**src/rtl/fetch_unit.sv**
```systemverilog
// Instruction fetch unit: issues one instruction-memory request at a time, holds the fetched word
// until decode accepts it, and squashes in-flight fetches on redirect. Optional macro: FETCH_MISALIGN_TRAP_EN.
module fetch_unit #(
   parameter logic [31:0] PC_STEP  = 32'd4,
   parameter logic [31:0] RESET_PC = 32'h0000_0000
) (
   input  logic        clk,
   input  logic        rst,
   input  logic        done,
   input  logic [31:0] pc_cur,
   output logic [31:0] pc_next,
   output logic        imem_req,
   output logic [31:0] imem_addr,
   input  logic        imem_ack,
   input  logic [31:0] imem_rdata,
   input  logic        redirect,
   input  logic [31:0] redirect_target,
   output logic        inst_valid,
   output logic [31:0] inst,
   output logic [31:0] inst_pc,
   input  logic        inst_ready,
   output logic        fetch_fault
);

   typedef enum logic [1:0] {IDLE, FETCH, HOLD} state_t;

   state_t      state_q, state_d;
   logic        squash_q, squash_d;
   logic        fault_q, fault_d;
   logic [31:0] addr_q, addr_d;
   logic [31:0] inst_q, inst_pc_q;
   logic        capture;
   logic [31:0] target;
   logic        misaligned;
   logic        redir;
   logic        blocked;

`ifdef FETCH_MISALIGN_TRAP_EN
   assign target     = redirect_target;
   assign misaligned = redirect & (redirect_target[1:0] != 2'b00);
`else
   logic unused_tgt_bits;
   assign unused_tgt_bits = ^redirect_target[1:0];
   assign target          = {redirect_target[31:2], 2'b00};
   assign misaligned      = 1'b0;
`endif

   // A trapped redirect is not a redirect at all, and nothing moves the PC while in reset.
   assign redir   = redirect & rst & ~misaligned;
   assign blocked = done | fault_q | misaligned;

   // NOTE: every always_comb output gets a default first so no path can infer a latch.
   always_comb begin
      state_d  = state_q;
      squash_d = squash_q;
      addr_d   = addr_q;
      capture  = 1'b0;
      fault_d  = fault_q | misaligned;
      pc_next  = redir ? target : pc_cur;
      case (state_q)
         IDLE: begin
            if (!redir && !blocked) begin
               state_d = FETCH;
               addr_d  = pc_cur;
            end
         end
         FETCH: begin
            if (imem_ack) begin
               squash_d = 1'b0;
               if (squash_q || redir) begin
                  // pc_next already carries the redirect target (this cycle's or the latched one).
                  if (blocked) state_d = IDLE;
                  else         addr_d  = pc_next;
               end else begin
                  pc_next = addr_q + PC_STEP;
                  capture = 1'b1;
                  state_d = HOLD;
               end
            end else if (redir) begin
               squash_d = 1'b1;
            end
         end
         HOLD: begin
            if (redir || inst_ready) begin
               if (blocked) begin
                  state_d = IDLE;
               end else begin
                  state_d = FETCH;
                  addr_d  = pc_next;
               end
            end
         end
         default: state_d = IDLE;
      endcase
   end

   // NOTE: sequential state uses non-blocking assignments only, so all registers update together.
   always_ff @(posedge clk or negedge rst) begin
      if (!rst) begin
         state_q   <= IDLE;
         squash_q  <= 1'b0;
         fault_q   <= 1'b0;
         addr_q    <= '0;
         inst_q    <= '0;
         inst_pc_q <= RESET_PC;
      end else begin
         state_q  <= state_d;
         squash_q <= squash_d;
         fault_q  <= fault_d;
         addr_q   <= addr_d;
         if (capture) begin
            inst_q    <= imem_rdata;
            inst_pc_q <= addr_q;
         end
      end
   end

   assign imem_req    = (state_q == FETCH);
   assign imem_addr   = addr_q;
   assign inst_valid  = (state_q == HOLD);
   assign inst        = inst_q;
   assign inst_pc     = inst_pc_q;
   assign fetch_fault = fault_q;

endmodule

```
**config.mk**
```make
export PLATFORM = sky130hd
export DESIGN_NAME = fetch_unit
export DESIGN_NICKNAME = d
export VERILOG_FILES = /design/src/rtl/fetch_unit.sv
export SDC_FILE = /design/constraint.sdc
export NUM_CORES = 1
export LEC_CHECK = 0
export BUFFER_PORTS_ARGS = -buffer_cell sky130_fd_sc_hd__buf_2
export CORE_MARGIN = 4
export CORE_UTILIZATION = 43
export CTS_CLUSTER_DIAMETER = 80
export DETAILED_ROUTE_END_ITERATION = 16
export GPL_ROUTABILITY_DRIVEN = 0
export GPL_TIMING_DRIVEN = 1
export PLACE_DENSITY = 0.73
export SYNTH_ARGS = -nofsm -noshare
export SYNTH_HDL_FRONTEND = slang
export SYNTH_SLANG_ARGS = --single-unit
```
**constraint.sdc**
```tcl
create_clock -name clk -period 2.7 [get_ports clk]
set_clock_uncertainty 0.05 [all_clocks]
set_input_delay 0 -clock clk [delete_from_list [all_inputs] [get_ports clk]]
set_output_delay 0 -clock clk [all_outputs]
set_load 0.02 [all_outputs]
```
==> impl_metrics.ini, run 1 <==
[status]
run_status = finished clean

[sta]
final.setup.tns_ns = 0
slew-limit-headroom_pct = 48.7
final_min_period_over_clock_period_pct = 96.2
pins_over_slew_limit = 0
setup_violations = 0
slew_at_the_pin_closest_to_its_max_slew_limit_ns = 0.769
finalCriticalPeriod_ns = 2.60
whs_ns = 0.0177
rsz0062_at_grt = false
finalHoldViolations = 0
fmax_mhz = 385

[drt]
detailroute.via_count = 5888
drcViolationCount = 0
detail_route.first_pass.iterations = 5
totalWireLength_mm = 19.7
ant_nets = 0
post_drt_wl_per_cell_um = 18.0
avgViaCountPerCell = 5.36
initialDrtViolationCount = 337

[layout]
area_growth_syn_to_layout_pct = 47.9
final_cell_count_no_fill = 1098
post_route_utilization_pct = 64.8
final_design_area_no_fill_mm2 = 0.00815
drive_gt1_share_pct = 36.3
finalNetCount = 1025

[clock_tree]
cts_tree = done
numClockSinks = 99
cts_htree_levels = 3
clock_path_buffers = 2
clk-insertion-delay-late_ns = 0.35
tritoncts.num_buffers = 9
clkTransAtPathRegs_ns = 0.07
clk_root_buffer_cell = clkbuf_16

[synth]
syn-num-nets = 719
synthesis.area_mm2 = 0.00551
ys_warn_count = 0
synth_top_area_cell = dfrtp_1
synth_edf_count = 0
yosys-top-cells-area = dfrtp_1 45%, nand2_1 14%, mux2_2 12%
yosysTopAreaCellShare_pct = 45.0
synth_cells = 612
seq_area_frac_synth_pct = 45.0
synth_top_flop_cell = dfrtp_1
ys_async_sr_fraction_pct = 100
synth_seq_cells = 99
synth_area_per_cell_um2 = 9.00
synth_cell_types = 39

[floorplan]
io_pins = 233
core_area_mm2 = 0.0126
die-area_mm2 = 0.0147
die_w_um = 121
fp-row-count = 41
floorplan.initialDensity_pct = 43.8
die_height_um = 121

[flow_run]
maxCapViolations = 0

[global_route]
grt_overflow_total = 0
grt_max_degree = 122
number_of_global_route_vias_before_repair = 5753
grt_pass1_wl_mm = 29.4
number_of_antenna_violations_at_the_first_check_in_global_routing = 2
track_usage_pct = 25.2

[critical_path]
worst_setup_path_end_kind = output port
worstPathRequired_ns = 2.65
criticalPathCategory = reg -> out
arrival_ns = 2.55
path_max_fanout = 8
startpoint_kind_of_the_worst_setup_timing_path = flip-flop

[pwr]
power_per_cell_area_mw_per_mm2 = 1060
p_leak_nw = 4.13
ir_drop_v = 0.000747

[placement]
numPortBuffers = 229
dpl_cell_area_mm2 = 0.00683
placed_instances = 980
hpwl_mm = 12.0

[worst_hold_path]
holdCritPathClass = in -> reg
-- synthesized netlist by cell type, types with 11 or more instances --
library cell and instances:
dfrtp_1 99, nand3_1 15, o21ai_0 12, and3_1 29, mux2_2 57, clkbuf_1 31
or4_1 11, a211oi_1 28, nand2_1 201, mux2i_1 12, a31oi_1 14, o31ai_1 11
a21oi_1 14
-- what timing repair did --
| action | CTS | global route |
|---|---|---|
| endpoints found under the hold margin | 165 | 0 |
| resized for setup | 3 | 11 |
| buffers inserted | 0 | 0 |
| pin swaps | 1 | 2 |
| setup endpoints to repair | 4 | 20 |
| hold buffers | 97 | 0 |
| gates cloned | 0 | 2 |
-- state kept, by name, indices dropped and copies added (netlist names) --
| register | count |
|---|---|
| imem_addr | 32 |
| inst | 32 |
| inst_pc | 32 |
| squash_q | 1 |
| state_q | 2 |
-- critical path, cell delays in order, from the launching register on --
cell     delay (ns)
dfrtp_2        0.43
ha_1           0.26
nand2_1        0.20
or3_4          0.43
or4_1          0.47
a31oi_1        0.20
buf_2          0.21
-- final cells by class --
type	count	area, um^2
fill	963	4420
tap	172	215
clock buffer	10	229
antenna	3	7.51
multi-input combinational	460	2850
timing repair buffer	339	2250
inverter	9	33.8
sequential	99	2490
clock inverter	6	66.3
-- metal layers --
| layer | part of all wire (%) | routed length [um] | vias to the layer above | global-route usage, % |
|---|---|---|---|---|
| met1 | 42 | 8270 | 2803 | 31.2 |
| met3 | 8.2 | 1630 | 39 | 5.87 |
| met4 | 2.5 | 503 | 0 | 11.3 |
| li1 | - | - | 2745 | - |
| met5 | 0 | 0 | - | 0 |
| met2 | 47 | 9340 | 301 | 41.8 |
-- cells in the final DEF, fill, tap and decap left out, types with 5 or more instances in the layout --
master	synthesis	final
buf_2	2	228
nand2_1	201	201
dlygate4sd3_1	0	97
dfrtp_1	99	89
mux2_2	57	57
and3_1	29	28
a211oi_1	28	28
a31oi_1	14	14
nand3_1	15	13
a21oi_1	14	13
o21ai_0	12	12
mux2i_1	12	12
o31ai_1	11	11
or4_1	11	11
buf_4	1	11
dfrtp_2	0	10
inv_1	9	9
clkbuf_16	0	9
xnor2_1	8	8
nor3_1	6	6
xor2_1	5	5
-- through the flow --
stage | setup slack, ns | power [mW]
CTS | 0.0113 | 8.53
global route | 0.000333 | 9.17
detailed placement | 0.329 | 7.07
finish | 0.103 | 8.62
floorplan | 0.236 | 5.51
global placement | 0.347 | 7.00
-- power by group --
part           leakage, nW  switching [mW]  internal (mW)
Sequential            1.21           0.697           2.20
Clock                0.135           0.579          0.719
Combinational         2.78            2.72           1.70
Total                 4.13            4.00           4.62
-- worst paths after layout --
kind	from	cells after the start	to	slack (ns)
max in group asynchronous	rst	3	imem_addr[2]	1.66
hold reg to reg	inst[15]	2	inst[15]	0.42
setup reg to reg	state_q[0]	6	imem_addr[30]	0.24
hold / removal	redirect_target[8]	3	imem_addr[8]	0.02
min in group asynchronous	rst	2	imem_addr[5]	0.05
setup / recovery	imem_addr[2]	6	pc_next[28]	0.10
-- cells by family after synthesis --
| kind of cell | count (synthesis) | synth area share (%) |
|---|---|---|
| xor+xnor | 13 | 2.07 |
| flops | 99 | 45.0 |
| buf+inv | 55 | 4.16 |
| simple gates | 286 | 23.7 |
| fa+ha+maj | 5 | 1.14 |
| compound gates | 84 | 10.1 |
| mux | 69 | 13.8 |
| other cells | 1 | 0.0681 |
Note: power is estimated with default switching activity, not from simulation.
==> run 2: changes to the inputs <==
- CELL_PAD_IN_SITES_DETAIL_PLACEMENT: default -> 1
- CELL_PAD_IN_SITES_GLOBAL_PLACEMENT: default -> 2
- CORE_UTILIZATION: 43 -> 27
- PLACE_DENSITY: 0.73 -> default
- PLACE_DENSITY_LB_ADDON: default -> 0.1
- RECOVER_POWER: default -> 25
==> impl_metrics.ini, run 2 (synthesis gave the netlist of run 1 again) <==
[layout]
post_route_utilization_pct = 42.0
multiInputGateArea_mm2 = 0.00288
area_growth_syn_to_layout_pct = 51.0
regArea_mm2 = 0.00249
filler_cell_count_in_the_final_layout = 2378
final_cell_count_no_fill = 1194
mostFrequentLayoutCell = buf_2
drive_gt1_share_pct = 35.8
layout.cells.most_common_list = 214 x buf_2, 200 x nand2_1, 97 x dlygate4sd3_1
finalNetCount = 1030

[sta]
slew-limit-headroom_pct = 66.6
fmax_mhz = 381
final_min_period_over_clock_period_pct = 97.1
finalHoldViolations = 0
finalCriticalPeriod_ns = 2.62
setup_violations = 0
rsz0062_at_grt = true
slew_at_the_pin_closest_to_its_max_slew_limit_ns = 0.500
pins_over_slew_limit = 0

[placement]
hpwl_mm = 15.1
numPortBuffers = 229
placed_instances = 1079

[worst_hold_path]
holdCritPathClass = in -> async

[floorplan]
die_w_um = 151
io_pins = 233
core_area_mm2 = 0.0198
die-area_mm2 = 0.0228
fp-row-count = 51
die_height_um = 151
floorplan.initialDensity_pct = 27.8

[drt]
totalWireLength_mm = 21.7
ant_nets = 0
detailroute.via_count = 5769
avgViaCountPerCell = 4.83
met1Wirelength_mm = 9.58
initialDrtViolationCount = 145
top_signal_layer_used = met5
met3WireLength_mm = 1.24
post_drt_wl_per_cell_um = 18.2
detail_route.first_pass.iterations = 4
routed-wl-met2_mm = 10.3
drcViolationCount = 0

[pwr]
power_per_cell_area_mw_per_mm2 = 1050
ir_drop_v = 0.000451
p_leak_nw = 4.12

[status]
run_status = finished clean

[global_route]
number_of_antenna_violations_at_the_first_check_in_global_routing = 2
grt_max_degree = 78
number_of_global_route_vias_before_repair = 6226
track_usage_pct = 19.1
grt_overflow_total = 0
grt_pass1_wl_mm = 34.2

[critical_path]
arrival_ns = 2.57
criticalPathCategory = reg -> out
worstPathRequired_ns = 2.65
path_max_fanout = 13
worst_setup_path_end_kind = output port
startpoint_kind_of_the_worst_setup_timing_path = flip-flop

[clock_tree]
clock_path_buffers = 2
clkTransAtPathRegs_ns = 0.08
clk-insertion-delay-late_ns = 0.35
postCtsSetupBuffers = 0
cts_htree_levels = 3
tritoncts.num_buffers = 9
numClockSinks = 99
cts_tree = done
clk_root_buffer_cell = clkbuf_16

[flow_run]
maxCapViolations = 0
run 2: routing by layer:
layer  global-route usage (%)  vias to the layer above
met5                        0                        -
met4                     6.12                        4
met3                     4.67                       31
met2                     31.2                      155
met1                     25.0                     2815
li1                         -                     2764
run 2: critical path: stages, from the launching register on:
cell	delay (ns)
dfrtp_2	0.45
nand3_4	0.14
or4_4	0.66
or4_1	0.56
a31oi_2	0.22
buf_2	0.19
run 2: worst paths after layout:
path                          startpoint       endpoint  slack (ns)  cells after the start
setup / recovery           imem_addr[13]    pc_next[28]        0.08                      5
hold / removal                       rst    inst_pc[15]        0.05                      2
hold reg to reg                 inst[18]       inst[18]        0.42                      2
max in group asynchronous            rst        inst[0]        1.83                      3
setup reg to reg              state_q[0]  imem_addr[11]        0.09                      7
min in group clk                redirect       squash_q        0.15                      3
run 2: metrics by stage:
stage	power, mW	hold slack [ns]	cell area (um^2)	setup WS, ns	setup TNS [ns]
final	8.76	0.0468	8320	0.0770	0
after global routing	9.41	0.0621	8310	-0.0169	-0.0169
after CTS	8.88	0.0419	8280	0.0104	0
after detailed placement	7.30	-0.117	7000	0.339	0
after global placement	7.19	-0.116	7000	0.360	0
after floorplan	5.51	-0.346	5510	0.236	0
run 2: layout make-up:
class	instances	area share, %
Multi-Input combinational cell	459	34.6
Clock inverter	7	0.812
Tap cell	265	3.99
Inverter	9	0.406
Sequential cell	99	29.9
Clock buffer	9	2.71
Timing Repair Buffer	345	27.5
Antenna cell	1	0.0301
run 2: power breakdown:
| part | internal [mW] | switching (mW) | total (mW) |
|---|---|---|---|
| Combinational | 1.74 | 2.78 | 4.52 |
| Clock | 0.653 | 0.662 | 1.31 |
| Sequential | 2.20 | 0.724 | 2.92 |
run 2: timing repair:
item,4_1_cts,5_1_grt
hold endpoints to repair,165,0
resized for setup,5,15
setup endpoints to repair,8,29
hold buffers,97,0
gates cloned,1,0
pin swaps,1,0
